`src/rtl/digital_clock_pro.sv`:
```
// Binary hh:mm:ss timekeeper with a run-gated prescaler, validated load and alarm.
// The BCD display digits are combinational, in either 24-hour or 12-hour form.
module digital_clock_pro #(
    parameter int CLOCK_FREQ = 50_000_000
) (
    input  logic       clk,
    input  logic       reset,
    input  logic       run,
    input  logic       mode_12h,
    input  logic       load,
    input  logic [4:0] load_hours,
    input  logic [5:0] load_minutes,
    input  logic [5:0] load_seconds,
    input  logic       alarm_en,
    input  logic [4:0] alarm_hours,
    input  logic [5:0] alarm_minutes,
    output logic [3:0] sec_ones,
    output logic [3:0] sec_tens,
    output logic [3:0] min_ones,
    output logic [3:0] min_tens,
    output logic [3:0] hour_ones,
    output logic [3:0] hour_tens,
    output logic       pm,
    output logic       tick,
    output logic       alarm_hit,
    output logic       load_err
);
    localparam int PW = (CLOCK_FREQ > 2) ? $clog2(CLOCK_FREQ) : 1;
    localparam logic [PW-1:0] PRESC_MAX = PW'(CLOCK_FREQ - 1);

    logic [PW-1:0] r_presc;
    logic [5:0]    r_sec;
    logic [5:0]    r_min;
    logic [4:0]    r_hr;
    logic          r_tick;
    logic          r_alarm_hit;
    logic          r_load_err;

    logic          w_wrap;
    logic          w_load_ok;
    logic          w_alarm_match;
    logic [5:0]    w_sec_nx;
    logic [5:0]    w_min_nx;
    logic [4:0]    w_hr_nx;
    logic [4:0]    w_disp_hr;
    logic [7:0]    w_sec_bcd;
    logic [7:0]    w_min_bcd;
    logic [7:0]    w_hr_bcd;

    assign w_wrap    = run && (r_presc == PRESC_MAX);
    assign w_load_ok = (load_hours <= 5'd23) && (load_minutes <= 6'd59) && (load_seconds <= 6'd59);

    // Time one second from now, with seconds -> minutes -> hours carries.
    always_comb begin
        w_sec_nx = (r_sec == 6'd59) ? 6'd0 : r_sec + 6'd1;
        w_min_nx = r_min;
        w_hr_nx  = r_hr;
        if (r_sec == 6'd59) begin
            w_min_nx = (r_min == 6'd59) ? 6'd0 : r_min + 6'd1;
            if (r_min == 6'd59) begin
                w_hr_nx = (r_hr == 5'd23) ? 5'd0 : r_hr + 5'd1;
            end
        end
    end

    // Out-of-range alarm settings can never equal an in-range time, so they never match.
    assign w_alarm_match = alarm_en && (w_hr_nx == alarm_hours) &&
                           (w_min_nx == alarm_minutes) && (w_sec_nx == 6'd0);

    always_ff @(posedge clk) begin
        if (reset) begin
            r_presc     <= '0;
            r_sec       <= 6'd0;
            r_min       <= 6'd0;
            r_hr        <= 5'd0;
            r_tick      <= 1'b0;
            r_alarm_hit <= 1'b0;
            r_load_err  <= 1'b0;
        end else if (load && w_load_ok) begin
            // A pending wrap in this cycle is discarded along with its tick and alarm.
            r_presc     <= '0;
            r_sec       <= load_seconds;
            r_min       <= load_minutes;
            r_hr        <= load_hours;
            r_tick      <= 1'b0;
            r_alarm_hit <= 1'b0;
            r_load_err  <= 1'b0;
        end else begin
            r_load_err  <= load;
            r_tick      <= w_wrap;
            r_alarm_hit <= w_wrap && w_alarm_match;
            if (run) begin
                r_presc <= w_wrap ? '0 : r_presc + 1'b1;
            end
            if (w_wrap) begin
                r_sec <= w_sec_nx;
                r_min <= w_min_nx;
                r_hr  <= w_hr_nx;
            end
        end
    end

    function automatic logic [7:0] to_bcd(input logic [5:0] v);
        logic [5:0] t;
        t = v / 6'd10;
        return {t[3:0], 4'(v - t * 6'd10)};
    endfunction

    always_comb begin
        w_disp_hr = r_hr;
        if (mode_12h) begin
            if (r_hr == 5'd0) begin
                w_disp_hr = 5'd12;
            end else if (r_hr > 5'd12) begin
                w_disp_hr = r_hr - 5'd12;
            end
        end
    end

    assign w_sec_bcd = to_bcd(r_sec);
    assign w_min_bcd = to_bcd(r_min);
    assign w_hr_bcd  = to_bcd({1'b0, w_disp_hr});

    assign sec_ones  = w_sec_bcd[3:0];
    assign sec_tens  = w_sec_bcd[7:4];
    assign min_ones  = w_min_bcd[3:0];
    assign min_tens  = w_min_bcd[7:4];
    assign hour_ones = w_hr_bcd[3:0];
    assign hour_tens = w_hr_bcd[7:4];
    assign pm        = (r_hr >= 5'd12);
    assign tick      = r_tick;
    assign alarm_hit = r_alarm_hit;
    assign load_err  = r_load_err;
endmodule

```
`config.mk`:
```
export PLATFORM = sky130hd
export DESIGN_NAME = digital_clock_pro
export DESIGN_NICKNAME = d
export VERILOG_FILES = /design/src/rtl/digital_clock_pro.sv
export SDC_FILE = /design/constraint.sdc
export NUM_CORES = 1
export LEC_CHECK = 0
export BUFFER_PORTS_ARGS = -buffer_cell sky130_fd_sc_hd__buf_2
export CORE_AREA = 2 2 93 95
export DETAILED_ROUTE_END_ITERATION = 7
export DIE_AREA = 0 0 95 97
export HOLD_SLACK_MARGIN = 0.1
export PLACE_DENSITY_LB_ADDON = 0.3
export REMOVE_ABC_BUFFERS = 1
export SLEW_MARGIN = 0
export SYNTH_ARGS = -nofsm -noshare
export SYNTH_HDL_FRONTEND = slang
export SYNTH_SLANG_ARGS = --single-unit
```
`constraint.sdc`:
```
create_clock -name clk -period 4.35 [get_ports clk]
set_clock_uncertainty 0.2 [all_clocks]
set_input_delay 0.435 -clock clk [delete_from_list [all_inputs] [get_ports clk]]
set_output_delay 0.435 -clock clk [all_outputs]
set_load 0.03 [all_outputs]
```
After elaboration in Yosys (flattened, before gate mapping):

Index checks and enable logic that the tools add are counted.

* bits in registers: 46
* output and inout port bits: 28

* add/subtract/negate cells: 8
* multipliers: 3
* divide/modulo/power cells: 3
* $lt $le $gt $ge: 5
* equal/unequal tests: 6
* multiplexer cells: 16
* reduce and logical (&&, ||, !) cells: 12

Operators by type and width (count)
* $mux 6: 7
* $mux 5: 8
* $add 26x1->26 const B: 1
* $eq 26x26->1 const B: 1
* $mux 26: 1
* $mul 6x3->3 const B: 3
* $add 6x1->6 const B: 2
* $div 6x4->6 const B: 2
* $eq 6x6->1 const B: 2
* $le 6x6->1 const B: 2
* $sub 4x4->4: 3
* $logic_and 1x1->1: 8
* $div 5x4->6 const B: 1
* $eq 6x6->1: 1
* $logic_not 6->1: 1
* $add 5x1->5 const B: 1
* $eq 5x5->1: 1
* $eq 5x5->1 const B: 1
* $ge 5x4->1 const B: 1
* $gt 5x4->1 const B: 1
* $le 5x5->1 const B: 1
* $logic_not 5->1: 1
* $sub 5x4->5 const B: 1
* $reduce_bool 2->1: 1
* $reduce_or 2->1: 1

Logic depth before layout (Yosys ltp):

Gate-level depths: netlist of the first run.

* word-level depth: 9
* mapped depth: 18
* gate-level depth less buffers: 18

Worst setup path after synthesis of the first run:

Ideal clock, no wire load.

* path type: register to output
* start point: register r_hr[2]
* end point: output hour_ones[3]
* data arrival time: 4.502 ns
* setup slack: -0.787 ns
* stages on the path, launching flop included: 19
* path buffers: 1
* cell sequence: dfxtp_1 > clkbuf_1 > inv_1 > ha_1 > nor2b_1 > o21ai_0 > a21boi_0 > ha_1 > and3_1 > o21a_1 > inv_1 > ha_1 > a21boi_0 > nor2b_1 > nor2_1 > a31oi_1 > ha_1 > fa_1 > xor2_1

* cells in the longest elaborated chain, start to end: 7

RTL lines
* start, declared: line 34 `logic [4:0] r_hr;`
* start signal, assigned: line 84 `r_hr <= load_hours;`
* start signal, assigned: line 98 `r_hr <= w_hr_nx;`
* $sub 5x4->5 or $gt 5x4->1 (tied branches): line 115, 114
* $mux 5: line 114 `end else if (r_hr > 5'd12) begin`
* $mux 5: line 112 `if (r_hr == 5'd0) begin`
* $mux 5 *: line 111 `if (mode_12h) begin`
* $div 5x4->6 *: line 105 `t = v / 6'd10;`
* named net hour_tens[1]: line 22 `output logic [3:0] hour_tens,`
* $mul 6x3->3 *: line 106 `return {t[3:0], 4'(v - t * 6'd10)};`
* $sub 4x4->4 *: line 106
* end, declared: line 21 `output logic [3:0] hour_ones,`

Mark *: on every way through the listed nets, which the timed path passes. The rest lies on a longest branch.

Worst setup path in the final report of the first run:

* start point: register r_hr[0]
* end point: output hour_ones[2]

* cells in the longest elaborated chain, start to end: 7

RTL lines (line)
* $sub 5x4->5 or $gt 5x4->1 (tied branches): 115, 114
* $mux 5: 114
* $mux 5: 112
* $mux 5 *: 111
* $div 5x4->6: 105
* $mul 6x3->3: 106
* $sub 4x4->4 *: 106

Mark *: on every way between the ends. The rest lies on a longest branch, timed or not.

==> flow_summary.json, run 1 <==
{
  "drt_pass1_iterations": 4,
  "syn2layout_area_growth_pct": 16.4,
  "ys_seq_area_share_pct": 24.4,
  "synth_top_family_by_area": "simple AND/OR/NAND/NOR gates",
  "portBuffers": 57,
  "place_congestion": 0.923,
  "post_drt_wl_per_cell_um": 15.0,
  "hold_path.class": "primary input to flip-flop",
  "vias": 3754,
  "num-nets-final": 610,
  "synth.area.top_cells": "dfxtp_1 24%, ha_1 7.6%, nor2_1 5.9%",
  "cts_sinks": 46,
  "dieWidth_um": 95,
  "dp.final_hpwl_mm": 7.30,
  "period_share_pct": 98.0,
  "finalPower_w": 0.00126,
  "die_h_um": 97,
  "track_usage_pct": 21.8,
  "hp-start": "load",
  "diodes": 0,
  "path_clk_slew_ps": 90,
  "end_kind": "output port",
  "arrival_ps": 3630,
  "start_util_pct": 46.3,
  "yosysTopAreaCell": "dfxtp_1",
  "critPathMaxFanout": 6,
  "grt.overflow.total": 0,
  "grt_pass1_wl_mm": 16.4,
  "ant_nets": 0,
  "required_ps": 3710,
  "clock_latency_ps": 300,
  "layout_commonest_cell": "nor2_1",
  "max-cap-violations": 0,
  "holdBufCountCts": 0,
  "cts_buffers": 5,
  "status": "finished clean",
  "synth-simple-area-share_pct": 30.8,
  "dieArea_um2": 9220,
  "ys_seq_elements": 46,
  "ys_async_sr_fraction_pct": 0,
  "core_area_um2": 8130,
  "drtIter0Drc": 197,
  "layout_min_cycle_time_ps": 4260,
  "hold_depth": 2,
  "synth.cell_area_um2": 3770,
  "critPathLaunchType": "flip-flop",
  "r2r-start": "r_sec[1]",
  "synth-compound-area-share_pct": 19.0,
  "final_cell_mix": "58 x nor2_1, 55 x buf_2, 42 x dfxtp_1",
  "min_to": "load_err",
  "synth_area_per_cell_um2": 7.65,
  "totalWireLength_mm": 9.82,
  "crit-reg2reg-capture": "alarm_hit",
  "p_per_area_nw_per_um2": 286,
  "synthAdderAreaFrac_pct": 9.23,
  "slew_viol_final": 0,
  "synth-edff-count": 0,
  "hold_violations": 0,
  "synthMuxAreaShare_pct": 1.36,
  "grt_max_degree": 35,
  "layout_setup_ws_ps": 87.2,
  "setup_viol": 0,
  "num_io_pins": 62,
  "path_class": "flip-flop to output port",
  "ff2ff_path_depth": 7,
  "ff2ff_setup_slack_ps": 1210,
  "drive_above_1_share_pct": 20.0,
  "synth_flop_cell": "dfxtp_1",
  "vias_per_cell": 5.72,
  "grt_pass1_vias": 3429,
  "syn_inst": 493,
  "power.leakage_nw": 1.71,
  "ir_drop_v": 0.000171,
  "tightest_slew_ps": 646,
  "antenna_found_initial": 0,
  "synth_top_area_share_pct": 24.4,
  "synth_xor_area_share_pct": 8.60,
  "relSlewSlack_pct": 56.6,
  "ctsLongestPathBuffers": 2,
  "cts-htree-levels": 2,
  "max_clock_freq_mhz": 235,
  "cts_tree": "yes",
  "row_count": 33,
  "synth_cell_types": 62,
  "dp_slack_ps": 17.5,
  "drc": 0,
  "yosys_warnings": 0,
  "root_buffer": "clkbuf_8"
}
## critical path, stage by stage (launching register included)
cell      delay [ps]
dfxtp_1          330
inv_2            100
ha_4             170
nand4b_1         110
buf_4            190
o211ai_1         130
ha_2             210
and3_1           190
o21a_1           160
inv_1             60
ha_1             270
a21boi_4         150
nor2b_2          130
nor2_1            60
a31oi_1          220
ha_2             220
fa_2             420
inv_1             70
buf_6            120
## where the power goes
group | internal [W] | total [W] | switching (W)
Combinational | 0.000181 | 0.000469 | 0.000288
Clock | 0.000172 | 0.000324 | 0.000153
Sequential | 0.000435 | 0.000463 | 0.0000279
## through the flow
stage | util, % | cell area, µm² | hold slack [ps] | setup TNS (ps) | instances
finish | 53.9 | 4390 | 145 | 0 | 656
global route | 53.9 | 4390 | 137 | -115 | 656
CTS | 53.0 | 4310 | 137 | 0 | 653
detailed placement | 51.4 | 4180 | 288 | 0 | 644
global placement | 51.4 | 4180 | 276 | 0 | 644
floorplan | - | 3640 | 262 | -2500 | 466
## registers in the layout, indices dropped and copies added, names as in the netlist
| register | count |
|---|---|
| r_min | 6 |
| tick | 1 |
| r_presc | 26 |
| alarm_hit | 1 |
| r_hr | 5 |
| load_err | 1 |
| r_sec | 6 |
## final cells by class
| cell class | instances | area (µm²) |
|---|---|---|
| flip-flops and latches | 46 | 928 |
| fillers | 752 | 3750 |
| inverters | 28 | 105 |
| well taps | 105 | 131 |
| multi-input cells | 392 | 2670 |
| repair buffers | 77 | 444 |
| clock buffers | 6 | 72.6 |
| clock inverters | 2 | 37.5 |
## cells in the mapped netlist (6+ instances only)
cell type / number
nor2b_1: 7
a311oi_1: 13
nor3_1: 10
and3_1: 9
a211oi_1: 7
xor2_1: 19
ha_1: 23
nand3b_1: 7
nand2b_1: 6
clkbuf_1: 21
xnor2_1: 18
inv_1: 28
and2_1: 7
nand2_1: 37
nand4_1: 20
o21ai_0: 23
a21boi_0: 6
nor4_1: 6
nor2_1: 59
buf_4: 7
dfxtp_1: 46
a21oi_1: 13
nand3_1: 23
## cell families (layout without fill, tap and decap cells)
| logic type | after synthesis | count (layout) |
|---|---|---|
| muxes | 5 | 5 |
| other | 1 | 4 |
| DFF | 46 | 46 |
| and+or+nand+nor | 219 | 219 |
| xor gates and xnor gates | 37 | 37 |
| AOI/OAI and AO/OA | 101 | 101 |
| adders and majority gates | 26 | 26 |
| buffers and inverters | 58 | 113 |
## timing repair
item,in CTS,in global routing
buffers inserted,1,3
resized for setup,11,18
pin swaps,3,7
setup endpoints to repair,2,3
hold endpoints to repair,0,0
## worst max-delay path by stage
stage	startpoint	endpoint	slack, ps	cells after the start
5_1_grt	r_hr[0]	hour_ones[2]	-80	19
3_5_place_dp	r_hr[3]	hour_ones[3]	20	18
2_1_floorplan	r_hr[2]	hour_ones[3]	-670	17
4_1_cts	r_hr[0]	hour_ones[2]	10	19
3_3_place_gp	r_hr[0]	hour_ones[3]	200	19
6_report	r_hr[0]	hour_ones[2]	90	18
## metal layers
layer	wire (µm)	vias up	GRT usage, %
li1	-	1879	-
met2	4780	120	35.6
met4	162	0	6.91
met1	4330	1742	29.7
met3	538	13	2.57
met5	0	-	0
Note: power is estimated with default switching activity, not from simulation.
==> inputs of run 2 (changes only) <==
==> constraint.sdc (replaced) <==
create_clock -name clk -period 4.8 [get_ports clk]
set_clock_uncertainty 0.2 [all_clocks]
set_input_delay 0.48 -clock clk [delete_from_list [all_inputs] [get_ports clk]]
set_output_delay 0.48 -clock clk [all_outputs]
set_load 0.03 [all_outputs]
==> run 2 against run 1 <==
Clock power fell by 23%. Count of clock-buffer cells in the layout is 1 lower. First-iteration DRC count is 41% higher. Global-route usage decreased by 0.86 points. Sequential share of layout area up 0.67 points. Setup slack better by 110 ps. Via count shrank 0.69%. Highest routed layer unchanged. Routed wire length is 1.6% lower.
==> flow_summary.json, run 2 (synthesis results as in run 1) <==
{
  "status": "finished clean",
  "required_ps": 4120,
  "track_usage_pct": 21.0,
  "ctsLongestPathBuffers": 2,
  "antenna_found_initial": 1,
  "tightest_slew_ps": 797,
  "drc": 0,
  "crit_chain": "buf_6 -> inv_1 -> ha_1 -> nor2b_1 -> o21ai_0 -> a21boi_1 -> ha_1 -> and3_1 -> o21a_1 -> inv_1 -> ha_1 -> a21boi_2 -> nor2b_1 -> nor2_1 -> a31oi_1 -> ha_1 -> fa_1 -> inv_1 -> clkbuf_4",
  "regMostFlops": "r_presc",
  "clock_latency_ps": 300,
  "crit-reg2reg-capture": "r_hr[3]",
  "cpPeakStageDelay_ps": 410,
  "vias": 3728,
  "syn2layout_area_growth_pct": 12.5,
  "critPathTopFamily": "adder cells",
  "core_area_um2": 8130,
  "dp_slack_ps": 341,
  "hold_depth": 2,
  "grt_pass1_wl_mm": 15.9,
  "top_regs": "r_presc (26), r_min (6), r_sec (6)",
  "slew_viol_final": 0,
  "hp-start": "load",
  "root_buffer": "clkbuf_8",
  "cts_sinks": 46,
  "arrival_ps": 3920,
  "p_per_area_nw_per_um2": 251,
  "path_clk_slew_ps": 90,
  "ff2ff_setup_slack_ps": 1720,
  "period_share_pct": 95.9,
  "grt_pass1_vias": 3328,
  "min_to": "load_err",
  "ir_drop_v": 0.000140,
  "cts_buffers": 5,
  "path_buf_inv": 5,
  "drtIter0Drc": 278,
  "cts-htree-levels": 2,
  "critPathMaxFanout": 11,
  "ant_nets": 0,
  "setup_viol": 0,
  "power.leakage_nw": 1.63,
  "holdBufCountCts": 0,
  "vias_per_cell": 5.78,
  "cpMostUsedCell": "ha_1",
  "portBuffers": 57,
  "max-cap-violations": 0,
  "layout_commonest_cell": "nor2_1",
  "layout_setup_ws_ps": 196,
  "r2r-start": "r_sec[1]",
  "max_clock_freq_mhz": 217,
  "dp.final_hpwl_mm": 7.05,
  "grt_max_degree": 35,
  "critPathLaunchType": "flip-flop",
  "grt.overflow.total": 0,
  "crit_slowest_cell": "fa_1",
  "place_congestion": 0.908,
  "path_class": "flip-flop to output port",
  "relSlewSlack_pct": 46.7,
  "ff2ff_path_depth": 6,
  "dieArea_um2": 9220,
  "layout_min_cycle_time_ps": 4600,
  "num_io_pins": 62,
  "row_count": 33,
  "drive_above_1_share_pct": 16.9,
  "hold_path.class": "primary input to flip-flop",
  "final_cell_mix": "59 x nor2_1, 56 x buf_2, 42 x dfxtp_1",
  "end_kind": "output port",
  "dieWidth_um": 95,
  "drt_pass1_iterations": 5,
  "final_util_pct": 52.1,
  "die_h_um": 97,
  "cts_tree": "yes",
  "totalWireLength_mm": 9.66,
  "num-nets-final": 598,
  "start_util_pct": 46.3,
  "post_drt_wl_per_cell_um": 15.0,
  "hold_violations": 0,
  "largest_reg_flops": 26
}
[run 2: power by group]
group	internal [W]	switching (W)	total, W
Sequential	0.000395	0.0000350	0.000430
Clock	0.000105	0.000144	0.000249
Combinational	0.000143	0.000244	0.000387
Total	0.000643	0.000423	0.00107
[run 2: worst max-delay path by stage]
stage / from / endpoint / slack (ps) / cells after the start
final: r_hr[2] / hour_ones[2] / 200 / 19
after global routing: r_hr[2] / hour_ones[2] / -50 / 19
after CTS: r_hr[2] / hour_ones[3] / 3 / 19
after detailed placement: r_hr[3] / hour_ones[3] / 340 / 18
after global placement: r_hr[3] / hour_ones[3] / 500 / 18
after floorplan: r_hr[2] / hour_ones[3] / -260 / 17
[run 2: repair_timing]
| item | CTS | global route |
|---|---|---|
| setup buffers | 0 | 4 |
| endpoints found under the hold margin | 0 | 0 |
| setup endpoints to repair | 1 | 2 |
| gates resized for setup | 1 | 14 |
| pin swaps | 0 | 4 |
[run 2: layer usage]
| layer | vias up | share of wire [%] | wire, µm | GRT usage (%) |
|---|---|---|---|---|
| met5 | - | 0 | 0 | 0 |
| met4 | 0 | 1.4 | 131 | 6.80 |
| met3 | 8 | 4.8 | 460 | 3.43 |
| met2 | 106 | 48 | 4620 | 32.6 |
| met1 | 1762 | 46 | 4450 | 29.3 |
| li1 | 1852 | - | - | - |
[run 2: layout make-up]
cell class	instances	area, µm²
fill	787	3890
multi-input combinational	392	2630
sequential	46	926
timing repair buffer	65	352
tap	105	131
inverter	28	105
clock buffer	5	68.8
clock inverter	3	25.0
antenna	1	2.50
[run 2: metrics by stage]
step | cell area [µm²] | hold WS (ps) | instances | setup TNS [ps] | power (W)
final | 4240 | 188 | 645 | 0 | 0.00107
after global routing | 4240 | 181 | 645 | -49.4 | 0.00114
after CTS | 4180 | 175 | 640 | 0 | 0.00106
after detailed placement | 4090 | 293 | 632 | 0 | 0.000812
after global placement | 4090 | 277 | 632 | 0 | 0.000803
after floorplan | 3640 | 262 | 466 | -654 | 0.000705
==> inputs of run 3 (changes only) <==
--- a/config.mk
+++ b/config.mk
@@ -5,10 +5,11 @@
 export SDC_FILE = /design/constraint.sdc
 export NUM_CORES = 1
 export LEC_CHECK = 0
+export ABC_AREA = 1
 export BUFFER_PORTS_ARGS = -buffer_cell sky130_fd_sc_hd__buf_2
-export CORE_AREA = 2 2 93 95
+export CORE_AREA = 2 2 91 93
 export DETAILED_ROUTE_END_ITERATION = 7
-export DIE_AREA = 0 0 95 97
+export DIE_AREA = 0 0 93 95
 export HOLD_SLACK_MARGIN = 0.1
 export PLACE_DENSITY_LB_ADDON = 0.3
 export REMOVE_ABC_BUFFERS = 1
==> run 3 against run 2 <==
Cell area shrank 3.0%. First-iteration DRC count grew 4.3%. Total power shrank 1.6%. Setup slack gained 150 ps. Combinational power shrank 10%. Global-route usage grew 0.69 points.
==> flow_summary.json, run 3 <==
{
  "place_congestion": 0.879,
  "end_kind": "output port",
  "synth.cell_area_um2": 3640,
  "cts-htree-levels": 2,
  "antenna_found_initial": 0,
  "yosysTopAreaCell": "dfxtp_1",
  "synth_top_area_share_pct": 25.3,
  "ir_drop_v": 0.000112,
  "synth.most_common_cell": "nand2_1",
  "synth_commonest_cells": "131 x nand2_1, 85 x inv_1, 55 x nand3_1",
  "max_clock_freq_mhz": 224,
  "cpPeakStageDelay_ps": 390,
  "layout_min_cycle_time_ps": 4460,
  "p_per_area_nw_per_um2": 255,
  "path_class": "flip-flop to output port",
  "dieWidth_um": 93,
  "rsz0062_at_grt": "no",
  "cpMostUsedCell": "nand2_1",
  "final_cell_mix": "131 x nand2_1, 84 x inv_1, 57 x buf_2",
  "dp_cells": 717,
  "cts_tree": "yes",
  "num_io_pins": 62,
  "num-nets-final": 681,
  "ys_seq_elements": 46,
  "diodes": 0,
  "die_h_um": 95,
  "drive_above_1_share_pct": 15.1,
  "synth_area_per_cell_um2": 6.44,
  "crit-reg2reg-capture": "alarm_hit",
  "period_share_pct": 92.8,
  "slew_viol_final": 0,
  "ff2ff_path_depth": 13,
  "ys_async_sr_fraction_pct": 0,
  "critPathMaxFanout": 5,
  "clock_latency_ps": 310,
  "drt_pass1_iterations": 5,
  "layout_commonest_cell": "nand2_1",
  "relSlewSlack_pct": 60.7,
  "power.leakage_nw": 1.93,
  "largest_reg_flops": 26,
  "track_usage_pct": 21.6,
  "synth-edff-count": 0,
  "synth.area.top_cells": "dfxtp_1 25%, nand2_1 14%, inv_1 8.8%",
  "portBuffers": 57,
  "start_util_pct": 45.9,
  "row_count": 33,
  "grt_max_degree": 21,
  "vias_per_cell": 5.21,
  "grt.overflow.total": 0,
  "drtIter0Drc": 290,
  "ys_seq_area_share_pct": 25.3,
  "crit_chain": "inv_1 -> ha_1 -> nand3_1 -> nand3_1 -> nand2_1 -> nand2_1 -> nor2_4 -> ha_1 -> nand2_1 -> nand3_1 -> nand2_1 -> ha_1 -> nand2_1 -> nand2_1 -> nand2_1 -> nand2_1 -> nand2_1 -> ha_1 -> fa_1 -> xor2_1 -> inv_1 -> nand3_1 -> nand2_1 -> buf_2",
  "hold_path.class": "primary input to flip-flop",
  "cts_buffers": 5,
  "cp-startpoint": "r_hr[1]",
  "status": "finished clean",
  "holdBufCountCts": 0,
  "r2r-start": "r_sec[0]",
  "grt_pass1_wl_mm": 15.6,
  "drc": 0,
  "final_cells": 727,
  "regMostFlops": "r_presc",
  "setup_viol": 0,
  "top_regs": "r_presc (26), r_min (6), r_sec (6)",
  "ctsLongestPathBuffers": 2,
  "synth_cell_types": 45,
  "root_buffer": "clkbuf_8",
  "yosys_warnings": 0,
  "syn_inst": 565,
  "hold_depth": 3,
  "path_clk_slew_ps": 100,
  "dp.final_hpwl_mm": 7.23,
  "hold_violations": 0,
  "max-cap-violations": 0,
  "tightest_slew_ps": 590,
  "vias": 3786,
  "arrival_ps": 3780,
  "ant_nets": 0,
  "dieArea_um2": 8840,
  "dp_slack_ps": 539,
  "syn2layout_area_growth_pct": 13.1,
  "required_ps": 4120,
  "hp-start": "load",
  "post_drt_wl_per_cell_um": 12.5,
  "cts_sinks": 46,
  "min_to": "load_err",
  "totalWireLength_mm": 9.10,
  "core_area_um2": 7930,
  "crit_slowest_cell": "fa_1",
  "synth_flop_cell": "dfxtp_1",
  "grt_pass1_vias": 3558,
  "layout_setup_ws_ps": 344,
  "critPathLaunchType": "flip-flop",
  "ff2ff_setup_slack_ps": 2080,
  "fin_setup_tns_ps": 0
}
## run 3: cell count changes in the layout (fill, tap and decap cells not counted), sizes merged, moves of 8 or more
cell | previous run | this run
inv | 29 | 91
o21ai | 23 | 32
xor2 | 19 | 7
and3 | 9 | 0
xnor2 | 18 | 4
a21oi | 13 | 21
nand3 | 23 | 58
a311oi | 13 | 0
nand2 | 38 | 134
## run 3: area by class of cell
class	count	area, µm²
Fill cell	794	3810
Multi-Input combinational cell	417	2300
Sequential cell	46	925
Inverter	92	348
Timing Repair Buffer	59	300
Tap cell	105	131
Clock buffer	6	72.6
Clock inverter	2	37.5
## run 3: worst max path at each step
stage	to	slack [ps]	cells after the start
after global placement	hour_ones[3]	780	25
after global routing	hour_ones[3]	20	24
after CTS	hour_ones[3]	190	25
after floorplan	hour_ones[3]	740	24
final	hour_ones[3]	340	24
after detailed placement	hour_ones[3]	540	25
## run 3: worst max-delay path: cells and delay by family (launching register included)
kind | cells | cell delay, ps
xor+xnor | 1 | 180
fa+ha+maj | 5 | 1280
buf+inv | 3 | 330
flops | 1 | 370
simple gates | 15 | 1300
## run 3: metal layers
layer	GRT usage, %	share of wire [%]	vias to the layer above	wire length (µm)
li1	-	-	1959	-
met1	26.8	45	1717	4050
met2	38.9	49	98	4470
met3	3.43	5.1	12	464
met4	6.13	1.3	0	116
met5	0	0	-	0
## run 3: through the flow
step / area, µm² / total power (W) / util, % / hold WS (ps)
3_3_place_gp: 3980 / 0.000749 / 50.2 / 269
4_1_cts: 4090 / 0.00105 / 51.6 / 207
2_1_floorplan: 3560 / 0.000664 / - / 243
5_1_grt: 4120 / 0.00111 / 51.9 / 209
6_report: 4120 / 0.00105 / 51.9 / 211
3_5_place_dp: 3980 / 0.000758 / 50.2 / 283
## run 3: logic make-up after synthesis
kind of cell / after synthesis / synth area share [%]
AND/OR/NAND/NOR: 298 / 37.7
buffers and inverters: 105 / 11.9
AO/OA/AOI/OAI: 78 / 12.8
flip-flops: 46 / 25.3
adder cells (fa/ha/maj): 26 / 9.56
XOR/XNOR: 11 / 2.65
other: 1 / 0.103
## run 3: power breakdown
group	total, W	switching [W]	internal (W)
Sequential	0.000409	0.0000163	0.000392
Clock	0.000294	0.000138	0.000156
Combinational	0.000347	0.000235	0.000111
## run 3: repair_timing
item | CTS | global route
resized for setup | 0 | 6
buffers inserted | 0 | 2
setup endpoints to repair | 0 | 1
